`src/rtl/frb_trig_pkg.sv`:
```
// Shared types and default widths for the FRB threshold trigger.
// Optional build macro: FRB_TRIG_BASELINE_FREEZE_EN (keeps bursts out of the baseline).
package frb_trig_pkg;

  typedef enum logic [1:0] {
    ST_FILL    = 2'd0,
    ST_ARMED   = 2'd1,
    ST_HOLDOFF = 2'd2
  } trig_state_e;

  localparam int DEF_DIN_WIDTH    = 32;
  localparam int DEF_AVG_LEN_LOG2 = 4;
  localparam int DEF_HOLDOFF      = 64;
  localparam int DEF_CNT_WIDTH    = 32;
  localparam int DEF_SUM_WIDTH    = DEF_DIN_WIDTH + DEF_AVG_LEN_LOG2;

  function automatic int sum_width(input int din_w, input int avg_log2);
    return din_w + avg_log2;
  endfunction

endpackage

```
`src/rtl/frb_baseline_avg.sv`:
```
// Running-mean baseline over the last 2^AVG_LEN_LOG2 written frames.
// Circular window, running sum, truncated mean and a sticky fill flag.
module frb_baseline_avg
  import frb_trig_pkg::*;
#(
  parameter int DIN_WIDTH    = DEF_DIN_WIDTH,
  parameter int AVG_LEN_LOG2 = DEF_AVG_LEN_LOG2
) (
  input  logic                 clk,
  input  logic                 rst,
  input  logic                 we,
  input  logic [DIN_WIDTH-1:0] din,
  output logic [DIN_WIDTH-1:0] baseline,
  output logic                 filled,
  output logic                 fill_last
);

  localparam int DEPTH = 1 << AVG_LEN_LOG2;
  localparam int SW    = sum_width(DIN_WIDTH, AVG_LEN_LOG2);

  logic [DEPTH-1:0][DIN_WIDTH-1:0] win_q;
  logic [AVG_LEN_LOG2-1:0]         wr_ptr;
  logic [AVG_LEN_LOG2:0]           fill_cnt;
  logic [SW-1:0]                   sum;

  // Combinational so the FSM can arm on the same edge that writes the last fill frame.
  assign fill_last = we && !filled && (fill_cnt == (AVG_LEN_LOG2+1)'(DEPTH - 1));
  assign baseline  = sum[SW-1:AVG_LEN_LOG2];

  always_ff @(posedge clk or negedge rst) begin
    if (!rst) begin
      win_q    <= '0;
      wr_ptr   <= '0;
      fill_cnt <= '0;
      sum      <= '0;
      filled   <= 1'b0;
    end else if (we) begin
      sum           <= sum + SW'(din) - SW'(win_q[wr_ptr]);
      win_q[wr_ptr] <= din;
      wr_ptr        <= wr_ptr + 1'b1;
      if (!filled) fill_cnt <= fill_cnt + 1'b1;
      if (fill_last) filled <= 1'b1;
    end
  end

endmodule

```
`src/rtl/frb_trigger.sv`:
```
// Per-frame threshold trigger: fires when power exceeds baseline + thresh, then holds off.
// Optional build macro: FRB_TRIG_BASELINE_FREEZE_EN (trigger/holdoff frames not averaged).
module frb_trigger
  import frb_trig_pkg::*;
#(
  parameter int DIN_WIDTH    = DEF_DIN_WIDTH,
  parameter int AVG_LEN_LOG2 = DEF_AVG_LEN_LOG2,
  parameter int HOLDOFF      = DEF_HOLDOFF,
  parameter int CNT_WIDTH    = DEF_CNT_WIDTH
) (
  input  logic                 clk,
  input  logic                 rst,
  input  logic                 ce,
  input  logic [DIN_WIDTH-1:0] integ_pow,
  input  logic                 integ_valid,
  input  logic [DIN_WIDTH-1:0] thresh,
  output logic [DIN_WIDTH-1:0] baseline,
  output logic                 baseline_valid,
  output logic [CNT_WIDTH-1:0] frame_cnt,
  output logic                 trig,
  output logic [DIN_WIDTH-1:0] trig_pow,
  output logic [CNT_WIDTH-1:0] trig_frame
);

  localparam int HCW = (HOLDOFF > 0) ? $clog2(HOLDOFF + 1) : 1;

  trig_state_e    state_q, state_d;
  logic [HCW-1:0] hold_q, hold_d;
  logic           frame_vld, hit, fire, we, fill_last;

  assign frame_vld = ce && integ_valid;
  // One extra bit on the right-hand side so baseline + thresh never wraps.
  assign hit = {1'b0, integ_pow} > ({1'b0, baseline} + {1'b0, thresh});

`ifdef FRB_TRIG_BASELINE_FREEZE_EN
  assign we = frame_vld && !fire && (state_q != ST_HOLDOFF);
`else
  assign we = frame_vld;
`endif

  frb_baseline_avg #(
    .DIN_WIDTH    (DIN_WIDTH),
    .AVG_LEN_LOG2 (AVG_LEN_LOG2)
  ) u_avg (
    .clk       (clk),
    .rst       (rst),
    .we        (we),
    .din       (integ_pow),
    .baseline  (baseline),
    .filled    (baseline_valid),
    .fill_last (fill_last)
  );

  always_comb begin
    state_d = state_q;
    hold_d  = hold_q;
    fire    = 1'b0;
    if (frame_vld) begin
      case (state_q)
        ST_FILL: if (fill_last) state_d = ST_ARMED;
        ST_ARMED: begin
          if (hit) begin
            fire   = 1'b1;
            hold_d = HCW'(HOLDOFF);
            if (HOLDOFF != 0) state_d = ST_HOLDOFF;
          end
        end
        ST_HOLDOFF: begin
          hold_d = hold_q - 1'b1;
          if (hold_q == HCW'(1)) state_d = ST_ARMED;
        end
        default: state_d = ST_FILL;
      endcase
    end
  end

  always_ff @(posedge clk or negedge rst) begin
    if (!rst) begin
      state_q    <= ST_FILL;
      hold_q     <= '0;
      trig       <= 1'b0;
      trig_pow   <= '0;
      trig_frame <= '0;
      frame_cnt  <= '0;
    end else begin
      state_q <= state_d;
      hold_q  <= hold_d;
      trig    <= fire;
      if (fire) begin
        trig_pow   <= integ_pow;
        trig_frame <= frame_cnt;
      end
      if (frame_vld) frame_cnt <= frame_cnt + 1'b1;
    end
  end

endmodule

```
`config.mk`:
```
export PLATFORM = sky130hd
export DESIGN_NAME = frb_trigger
export DESIGN_NICKNAME = d
export VERILOG_FILES = /design/src/rtl/frb_trig_pkg.sv /design/src/rtl/frb_baseline_avg.sv /design/src/rtl/frb_trigger.sv
export SDC_FILE = /design/constraint.sdc
export NUM_CORES = 1
export LEC_CHECK = 0
export ABC_AREA = 1
export ABC_CLOCK_PERIOD_IN_PS = 8600
export BUFFER_PORTS_ARGS = -buffer_cell sky130_fd_sc_hd__buf_2
export CORE_AREA = 2 2 207 413
export DETAILED_ROUTE_END_ITERATION = 10
export DIE_AREA = 0 0 209 415
export GPL_ROUTABILITY_DRIVEN = 0
export GPL_TIMING_DRIVEN = 1
export SYNTH_ARGS = -nofsm -noshare
export SYNTH_HDL_FRONTEND = slang
export SYNTH_SLANG_ARGS = --single-unit
```
`constraint.sdc`:
```
create_clock -name clk -period 8.6 [get_ports clk]
set_clock_uncertainty 0.05 [all_clocks]
set_input_delay 1.72 -clock clk [delete_from_list [all_inputs] [get_ports clk]]
set_output_delay 1.72 -clock clk [all_outputs]
set_load 0.05 [all_outputs]
```
Word-level counts from Yosys, hierarchy flattened. Index checks and enable logic that the tools add are counted.

$add $sub $neg: 7. Order comparisons: 3. Eq/ne operators: 7. Mux-type cells: 14. Bitwise operators: 1. Reduce and logical (&&, ||, !) cells: 11.

Operator list (count): 512-bit bitwise mux (1); 32-bit binary-select mux with 4-bit select (1); 32-bit demux with 4-bit select (1); 32-bit 2-to-1 mux (2); 36-bit by 32-bit adder with 36-bit output (1); 36-bit by 32-bit subtractor with 36-bit output (1); 32-bit by 32-bit adder with 33-bit output (1); 32-bit by 33-bit greater-than comparator with 1-bit output (1); 32-bit by 1-bit adder with 32-bit output (second input constant) (1); 7-bit one-hot mux with 2 select lines (1); 7-bit by 1-bit == test with 1-bit output (second input constant) (1); 7-bit 2-to-1 mux (1); 7-bit by 1-bit subtractor with 7-bit output (second input constant) (1); 2-bit 2-to-1 mux (3); 2-bit inequality test (second input constant) (3); 2-bit one-hot mux with 3 select lines (1); 5-bit by 1-bit adder with 5-bit output (second input constant) (1); 5-bit by 4-bit == test with 1-bit output (second input constant) (1); 4-bit by 5-bit < comparator with 1-bit output (second input constant) (1); 4-bit by 1-bit adder with 4-bit output (second input constant) (1); 4-bit by 1-bit greater-or-equal comparator with 1-bit output (second input constant) (1); 1-bit logical AND (4); 2-bit AND reduction (2); 4-bit AND reduction (1); other kinds (8) (10).

Register bits: 664. Input port bits: 68. Output and inout bits: 130. Word-level logic and storage cells: 69.

Logic depth before layout (Yosys ltp). Gate-level depths: netlist (run 1).

Word-level depth: 5. Mapped depth: 28. Depth with buffers taken out: 28.

Modules after synthesis. A second synthesis (run 1) with hierarchy kept.

Cells, all modules: 4358. Area, all modules: 34743.3 µm².

Modules (own cells, without submodules): frb_baseline_avg (instances 1, cells each 3485, area an instance 27721.6 µm², seq. area each 13963.4 µm²); frb_trigger (instances 1, cells each 873, area an instance 7021.7 µm², seq. area each 2652.5 µm²).

Least setup slack after synthesis (run 1). OpenSTA, ideal clock, no wires.

Path kind: in2reg. From: in thresh[0]. To: reg trig_pow[31]. Library setup time: 0.129 ns. Arrival: 4.927 ns. Required time: 8.421 ns. Setup slack: 3.494 ns. Cell stages on the path: 25. Cell sequence: ha_1 fa_1 nand2_1 nand2_1 nand3_2 nand2_2 a21oi_1 inv_1 a21oi_1 inv_1 a21oi_1 o21ai_0 xnor2_1 ha_1 nand2_1 nor2_1 nand3_1 nor2_1 nand4_1 nand3_2 nand4_4 buf_12 buf_12 nand2_4 o21ai_2.

Longest elaborated chain between the ends: 5.

RTL lines: from (decl) (line frb_trigger.sv:16) `input logic [DIN_WIDTH-1:0] thresh,`; 32-bit by 32-bit adder with 33-bit output (line frb_trigger.sv:33) `assign hit = {1'b0, integ_pow} > ({1'b0, baseline} + {1'b0, thresh});`; 32-bit by 33-bit greater-than comparator with 1-bit output (line frb_trigger.sv:33); 1-bit 2-to-1 mux (line frb_trigger.sv:62) `if (hit) begin`; 1-bit 2-to-1 mux (line frb_trigger.sv:59) `case (state_q)`; 1-bit 2-to-1 mux (line frb_trigger.sv:58) `if (frame_vld) begin`; to (signal assigned) (line frb_trigger.sv:90) `trig_pow <= integ_pow;`; to (decl) (line frb_trigger.sv:21) `output logic [DIN_WIDTH-1:0] trig_pow,`.

Every way passes these cells. A chain may end at the register's enable or synchronous reset.

Final worst setup path (run 1).
From: in thresh[2]. To: reg trig_frame[25].

Longest elaborated chain between the ends: 5.

RTL lines: 32-bit by 32-bit adder with 33-bit output (line frb_trigger.sv:33); 32-bit by 33-bit greater-than comparator with 1-bit output (line frb_trigger.sv:33); 1-bit 2-to-1 mux (line frb_trigger.sv:62); 1-bit 2-to-1 mux (line frb_trigger.sv:59); 1-bit 2-to-1 mux (line frb_trigger.sv:58); via fire (line frb_trigger.sv:29) `logic frame_vld, hit, fire, we, fill_last;`; to (signal assigned) (line frb_trigger.sv:91) `trig_frame <= frame_cnt;`; to (decl) (line frb_trigger.sv:22) `output logic [CNT_WIDTH-1:0] trig_frame`.

The timed path passes the listed nets, and every way through them passes these cells.

==> flow_metrics.env, run 1 <==
export IMPL_run_status="completed"
export IMPL_drv_slew=0
export IMPL_required_ns=9.07
export IMPL_critical_path_class="primary input to flip-flop"
export IMPL_synthesis_nets=4397
export IMPL_floorplan_die_area_mm2=0.0867
export IMPL_worst_slew_pin_slew_ns=1.25
export IMPL_max_cap_violations=0
export IMPL_timing_hold_violations_final=0
export IMPL_die_x_um=209
export IMPL_postRouteWirelength_um=116000
export IMPL_insertion_delay_ns=0.63
export IMPL_grt_pass1_wl_um=177000
export IMPL_holdBufCountCts=0
export IMPL_tritoncts="built"
export IMPL_max_slew_margin=0.168
export IMPL_clock_period_minus_worst_slack_ns=6.45
export IMPL_route_vias_total=29600
export IMPL_grt_usage=0.266
export IMPL_min_delay_path_depth=2
export IMPL_post_cts_repair_setup_buffers=0
export IMPL_finalCritPeriodShare=0.750
export IMPL_critPathArrivalTime_ns=6.92
export IMPL_drive_gt1_frac=0.120
export IMPL_area_delta_synth_final_pct=10.1
export IMPL_crit_fanout=97
export IMPL_clock_sinks=664
export IMPL_synth_top_area_cell="sky130_fd_sc_hd__dfrtp_1"
export IMPL_worstSetupStartpointType="primary input"
export IMPL_worst_r2r_setup_slack_ns=2.57
export IMPL_synthesis_area_mm2=0.0348
export IMPL_ff2ff_path_depth=24
export IMPL_cts_htree_levels=2
export IMPL_cts_buffers_inserted=57
export IMPL_fin_worst_hold_slack_ns=0.429
export IMPL_final_setup_tns_ns=0
export IMPL_ys_async_sr_fraction=1.00
export IMPL_overflow=0
export IMPL_wire_per_inst_um=21.8
export IMPL_min_path_type="flip-flop to flip-flop"
export IMPL_ys_seq_area_frac=0.477
export IMPL_finish_net_count=4412
export IMPL_drc=0
export IMPL_regToRegStartpoint="u_avg.wr_ptr[1]"
export IMPL_hold_path_endpoint="trig_frame[16]"
export IMPL_finalSetupViolations=0
export IMPL_synthesized_flop_and_latch_total=664
export IMPL_cts_repair_resize_count=0
export IMPL_final_critical_path_setup_slack_ns=2.15
export IMPL_synthFlopType="sky130_fd_sc_hd__dfrtp_1"
export IMPL_number_of_enable_type_register_cells_in_the_synthesized_netlist=0
export IMPL_post_place_ws_ns=1.59
export IMPL_antenna_found_initial=3
export IMPL_worstSetupEndpointType="flip-flop"
export IMPL_first_global_vias=30000
export IMPL_synthMostInstantiatedCell="sky130_fd_sc_hd__nand2_1"
export IMPL_routed_via_density=5.57
export IMPL_synth_top_cells_by_count="sky130_fd_sc_hd__nand2_1, sky130_fd_sc_hd__o21ai_0, sky130_fd_sc_hd__dfrtp_1"
export IMPL_syn_instance_count=4187
export IMPL_initial_core_util=0.417
export IMPL_dieHeight_um=415
export IMPL_rsz0062_at_grt="no"
export IMPL_first_iter_violations=2306
export IMPL_dpl_hpwl_um=77600
export IMPL_total_core_area_mm2=0.0835
export IMPL_clk_pin_slew_ns=0.07
export IMPL_grt_start_max_net_pins=174
export IMPL_fmax_mhz=155
export IMPL_detailedRoute_firstPassIterationCount=6
export IMPL_worstReg2RegEnd="u_avg.sum[24]"
export IMPL_clockRootBuffer="sky130_fd_sc_hd__clkbuf_16"
export IMPL_min_delay_start="trig_frame[16]"
export IMPL_syn_area_per_cell_um2=8.31
export IMPL_ys_warn_count=0
export IMPL_cts_max_path_buffers=3
export IMPL_rows=150
export IMPL_io_pin_count=198
export IMPL_final_antenna_net_count=0
export IMPL_synth_top_area_share=0.477
export IMPL_cell_types_with_the_largest_area_share_after_synthesis="sky130_fd_sc_hd__dfrtp_1, sky130_fd_sc_hd__o21ai_0, sky130_fd_sc_hd__nand2_1"
export IMPL_numPortBuffers=197
export IMPL_distinct_cell_type_count_of_the_synthesized_netlist=57
## metal layers
layer,share of wire,global-route usage,up-vias
met2,0.52,0.484,938
met4,0.072,0.172,0
li1,-,-,13800
met3,0.050,0.0338,319
met5,0,0,-
met1,0.36,0.289,14500
## critical path, stage by stage
cell and delay, ns:
sky130_fd_sc_hd__buf_2 0.15, sky130_fd_sc_hd__ha_1 0.37, sky130_fd_sc_hd__a21oi_1 0.16, sky130_fd_sc_hd__nand2_1 0.10, sky130_fd_sc_hd__a21oi_1 0.49, sky130_fd_sc_hd__o21ai_0 0.33, sky130_fd_sc_hd__nand3_1 0.23, sky130_fd_sc_hd__nand3_1 0.16
sky130_fd_sc_hd__nand2_1 0.10, sky130_fd_sc_hd__o211ai_1 0.11, sky130_fd_sc_hd__nand2_1 0.09, sky130_fd_sc_hd__nand3_1 0.08, sky130_fd_sc_hd__xnor2_1 0.14, sky130_fd_sc_hd__ha_1 0.44, sky130_fd_sc_hd__nand4_1 0.13, sky130_fd_sc_hd__nor4_1 0.29
sky130_fd_sc_hd__nand4_1 0.18, sky130_fd_sc_hd__nand4_4 0.55, sky130_fd_sc_hd__buf_12 0.63, sky130_fd_sc_hd__inv_2 0.18, sky130_fd_sc_hd__nand2_1 0.11, sky130_fd_sc_hd__nand2_1 0.05
## cell families after synthesis
family | share of synthesized area
flip-flops | 0.477
multiplexers | 0.000323
AND/OR/NAND/NOR | 0.192
adder cells (fa/ha/maj) | 0.0582
XOR/XNOR | 0.0214
AO/OA/AOI/OAI | 0.183
buffers and inverters | 0.0679
## worst max path at each step
stage,startpoint,to,depth (start not counted)
2_1_floorplan,thresh[0],trig_pow[31],25
3_3_place_gp,thresh[2],trig_frame[4],22
3_5_place_dp,thresh[2],trig_frame[14],22
4_1_cts,thresh[2],trig_frame[25],22
5_1_grt,thresh[2],trig_frame[16],22
6_report,thresh[2],trig_frame[25],22
## sequential cells by signal (all words and copies together) (netlist names)
| name | cells |
|---|---|
| u_avg.fill_cnt | 5 |
| trig_frame | 32 |
| u_avg.sum | 36 |
| trig_pow | 32 |
| u_avg.filled | 1 |
| hold_q | 7 |
| u_avg.wr_ptr | 4 |
| u_avg.win_q | 512 |
| state_q | 2 |
| trig | 1 |
| frame_cnt | 32 |
## layout by cell type (no fill, tap or decap), types with 34 or more instances in the layout
master / count
sky130_fd_sc_hd__o21ai_0: 830
sky130_fd_sc_hd__o22ai_1: 134
sky130_fd_sc_hd__nand2_4: 51
sky130_fd_sc_hd__nor2_1: 394
sky130_fd_sc_hd__ha_1: 109
sky130_fd_sc_hd__buf_2: 196
sky130_fd_sc_hd__inv_1: 272
sky130_fd_sc_hd__a21oi_1: 88
sky130_fd_sc_hd__buf_4: 34
sky130_fd_sc_hd__o21ai_2: 58
sky130_fd_sc_hd__nand2_1: 925
sky130_fd_sc_hd__clkbuf_16: 57
sky130_fd_sc_hd__dfrtp_1: 662
sky130_fd_sc_hd__nand3_1: 54
sky130_fd_sc_hd__nand4_1: 59
sky130_fd_sc_hd__xor2_1: 59
## layout make-up
cell class	count	area, um2
clock inverter	30	438
multi-input combinational	2964	15900
antenna	1	2.50
tap	1064	1330
sequential	664	16600
timing repair buffer	237	1370
fill	8272	45200
inverter	278	1050
clock buffer	75	1600
## through the flow
stage                     cell area, um2   util  instances
after global placement             36300  0.434       5207
final                              38300  0.459       5313
after detailed placement           36300  0.434       5207
after global routing               38300  0.459       5313
after CTS                          38300  0.459       5312
after floorplan                    34800      -       4187
Power of run 1 is not shown: default switching activity piles up to over one toggle a cycle in this logic, so the estimate is an artifact.
==> inputs of run 2 (changes only) <==
--- a/config.mk
+++ b/config.mk
@@ -6,7 +6,7 @@
 export NUM_CORES = 1
 export LEC_CHECK = 0
 export ABC_AREA = 1
-export ABC_CLOCK_PERIOD_IN_PS = 8600
+export ABC_CLOCK_PERIOD_IN_PS = 6400
 export BUFFER_PORTS_ARGS = -buffer_cell sky130_fd_sc_hd__buf_2
 export CORE_AREA = 2 2 207 413
 export DETAILED_ROUTE_END_ITERATION = 10
==> constraint.sdc (replaced) <==
create_clock -name clk -period 6.4 [get_ports clk]
set_clock_uncertainty 0.05 [all_clocks]
set_input_delay 1.28 -clock clk [delete_from_list [all_inputs] [get_ports clk]]
set_output_delay 1.28 -clock clk [all_outputs]
set_load 0.05 [all_outputs]
==> run 2 against run 1 <==
- routed wire length grew 0.94%
- worst hold slack gained 0.0011 ns
- core utilization grew 0.27 points
- critical path depth shrank 2
- flip-flop and latch count is the same
- clock-buffer cell count grew 2
- non-clock buffer count grew 43
- sequential share of layout area shrank 0.25 points
- global-route usage grew 0.16 points
- largest cell class unchanged
==> flow_metrics.env, run 2 (synthesis gave the netlist of run 1 again) <==
export IMPL_first_global_vias=30000
export IMPL_cts_repair_resize_count=0
export IMPL_numPortBuffers=197
export IMPL_grt_use_met3=0.0319
export IMPL_grt_usage=0.268
export IMPL_gr_max_usage_layer="met2"
export IMPL_layout_common_cells="sky130_fd_sc_hd__nand2_1, sky130_fd_sc_hd__o21ai_0, sky130_fd_sc_hd__dfrtp_1, sky130_fd_sc_hd__nor2_1, sky130_fd_sc_hd__inv_1"
export IMPL_critPathArrivalTime_ns=5.78
export IMPL_worst_slew_pin_slew_ns=1.18
export IMPL_worstSetupStartpointType="flip-flop"
export IMPL_holdBufCountCts=0
export IMPL_clock_sinks=664
export IMPL_most_common_cell_after_layout_fill_and_taps_aside="sky130_fd_sc_hd__nand2_1"
export IMPL_max_cap_violations=0
export IMPL_detailedRoute_firstPassIterationCount=5
export IMPL_finalCritPeriodShare=0.830
export IMPL_finish_net_count=4453
export IMPL_antenna_found_initial=1
export IMPL_timing_hold_violations_final=0
export IMPL_grt_pass1_wl_um=178000
export IMPL_met2_track_demand_over_resource_in_global_routing=0.490
export IMPL_clock_period_minus_worst_slack_ns=5.31
export IMPL_drc=0
export IMPL_io_pin_count=198
export IMPL_final_antenna_net_count=0
export IMPL_drive_gt1_frac=0.128
export IMPL_worst_r2r_setup_slack_ns=1.09
export IMPL_finalSetupViolations=0
export IMPL_overflow=0
export IMPL_post_cts_repair_setup_buffers=0
export IMPL_ff_latch_area_mm2=0.0166
export IMPL_rows=150
export IMPL_grt_start_max_net_pins=178
export IMPL_routed_via_density=5.58
export IMPL_wire_per_inst_um=21.8
export IMPL_area_delta_synth_final_pct=10.7
export IMPL_largest_register_ff_count=512
export IMPL_antenna_cells_inserted=0
export IMPL_clk_pin_slew_ns=0.07
export IMPL_cts_buffers_inserted=55
export IMPL_tritoncts="built"
export IMPL_registers_top_by_ff_count="u_avg.win_q"
export IMPL_critical_path_class="flip-flop to flip-flop"
export IMPL_cts_max_path_buffers=3
export IMPL_crit_fanout=131
export IMPL_fillCellCount=8214
export IMPL_final_setup_tns_ns=0
export IMPL_total_core_area_mm2=0.0835
export IMPL_postRouteWirelength_um=117000
export IMPL_worstSetupEndpointType="flip-flop"
export IMPL_floorplan_die_area_mm2=0.0867
export IMPL_min_path_type="flip-flop to flip-flop"
export IMPL_initial_core_util=0.417
export IMPL_ff2ff_path_depth=20
export IMPL_dieHeight_um=415
export IMPL_run_status="completed"
export IMPL_die_x_um=209
export IMPL_cts_htree_levels=2
export IMPL_drv_slew=0
export IMPL_clockRootBuffer="sky130_fd_sc_hd__clkbuf_16"
export IMPL_fmax_mhz=188
export IMPL_multi_input_area_mm2=0.0159
export IMPL_leading_registers_by_flop_count="u_avg.win_q: 512 flops, u_avg.sum: 36 flops"
export IMPL_rsz0062_at_grt="no"
export IMPL_route_vias_total=29900
export IMPL_max_slew_margin=0.215
export IMPL_min_delay_path_depth=2
export IMPL_required_ns=6.87
export IMPL_first_iter_violations=2513
export IMPL_gr_usage_met1=0.292
export IMPL_dpl_hpwl_um=79100
export IMPL_insertion_delay_ns=0.63
==> run 2: cell type report <==
type	instances	area share
Clock inverter	26	0.00682
Clock buffer	77	0.0423
Multi-Input combinational cell	2964	0.412
Tap cell	1064	0.0345
Inverter	278	0.0272
Sequential cell	664	0.431
Timing Repair Buffer	280	0.0453
==> run 2: layer usage <==
metal,share of wire,wire [um]
met2,0.52,60600
met4,0.070,8190
met3,0.047,5510
met1,0.36,42400
met5,0,0
==> run 2: final timing paths <==
check                                 startpoint                to
worst max-delay path             u_avg.wr_ptr[1]     u_avg.sum[31]
worst min-delay path            u_avg.win_q[342]  u_avg.win_q[342]
worst max register to register   u_avg.wr_ptr[1]     u_avg.sum[31]
worst min register to register  u_avg.win_q[342]  u_avg.win_q[342]
max in group asynchronous                    rst   u_avg.wr_ptr[1]
min in group asynchronous                    rst     frame_cnt[25]
==> run 2: worst max-delay path, cell delays in order, from the launching register on <==
cell                       delay (ns)
sky130_fd_sc_hd__dfrtp_4         0.69
sky130_fd_sc_hd__clkinv_2        0.13
sky130_fd_sc_hd__buf_12          0.51
sky130_fd_sc_hd__o21ai_0         0.19
sky130_fd_sc_hd__o22ai_1         0.25
sky130_fd_sc_hd__nand2_1         0.09
sky130_fd_sc_hd__nand4_1         0.18
sky130_fd_sc_hd__fa_1            0.44
sky130_fd_sc_hd__inv_1           0.07
sky130_fd_sc_hd__ha_1            0.28
sky130_fd_sc_hd__a21oi_1         0.27
sky130_fd_sc_hd__nor2_1          0.07
sky130_fd_sc_hd__nor2_1          0.17
sky130_fd_sc_hd__nand2_1         0.19
sky130_fd_sc_hd__a21oi_1         0.47
sky130_fd_sc_hd__o21ai_1         0.27
sky130_fd_sc_hd__a21oi_1         0.31
sky130_fd_sc_hd__o21ai_1         0.14
sky130_fd_sc_hd__or2_0           0.22
sky130_fd_sc_hd__nand3_1         0.07
sky130_fd_sc_hd__nand2_1         0.06
==> run 2: through the flow <==
step / cell area [um2] / hold WS, ns / std cells / util / worst slack, ns
global route: 38500 / 0.449 / 5353 / 0.461 / 0.744
global placement: 36600 / 0.410 / 5250 / 0.439 / 0.608
CTS: 38500 / 0.434 / 5353 / 0.461 / 1.15
finish: 38500 / 0.430 / 5353 / 0.461 / 1.09
floorplan: 34800 / 0.398 / 4187 / - / 1.73
detailed placement: 36600 / 0.415 / 5250 / 0.439 / 0.591
Power of run 2 is left out for the same reason.
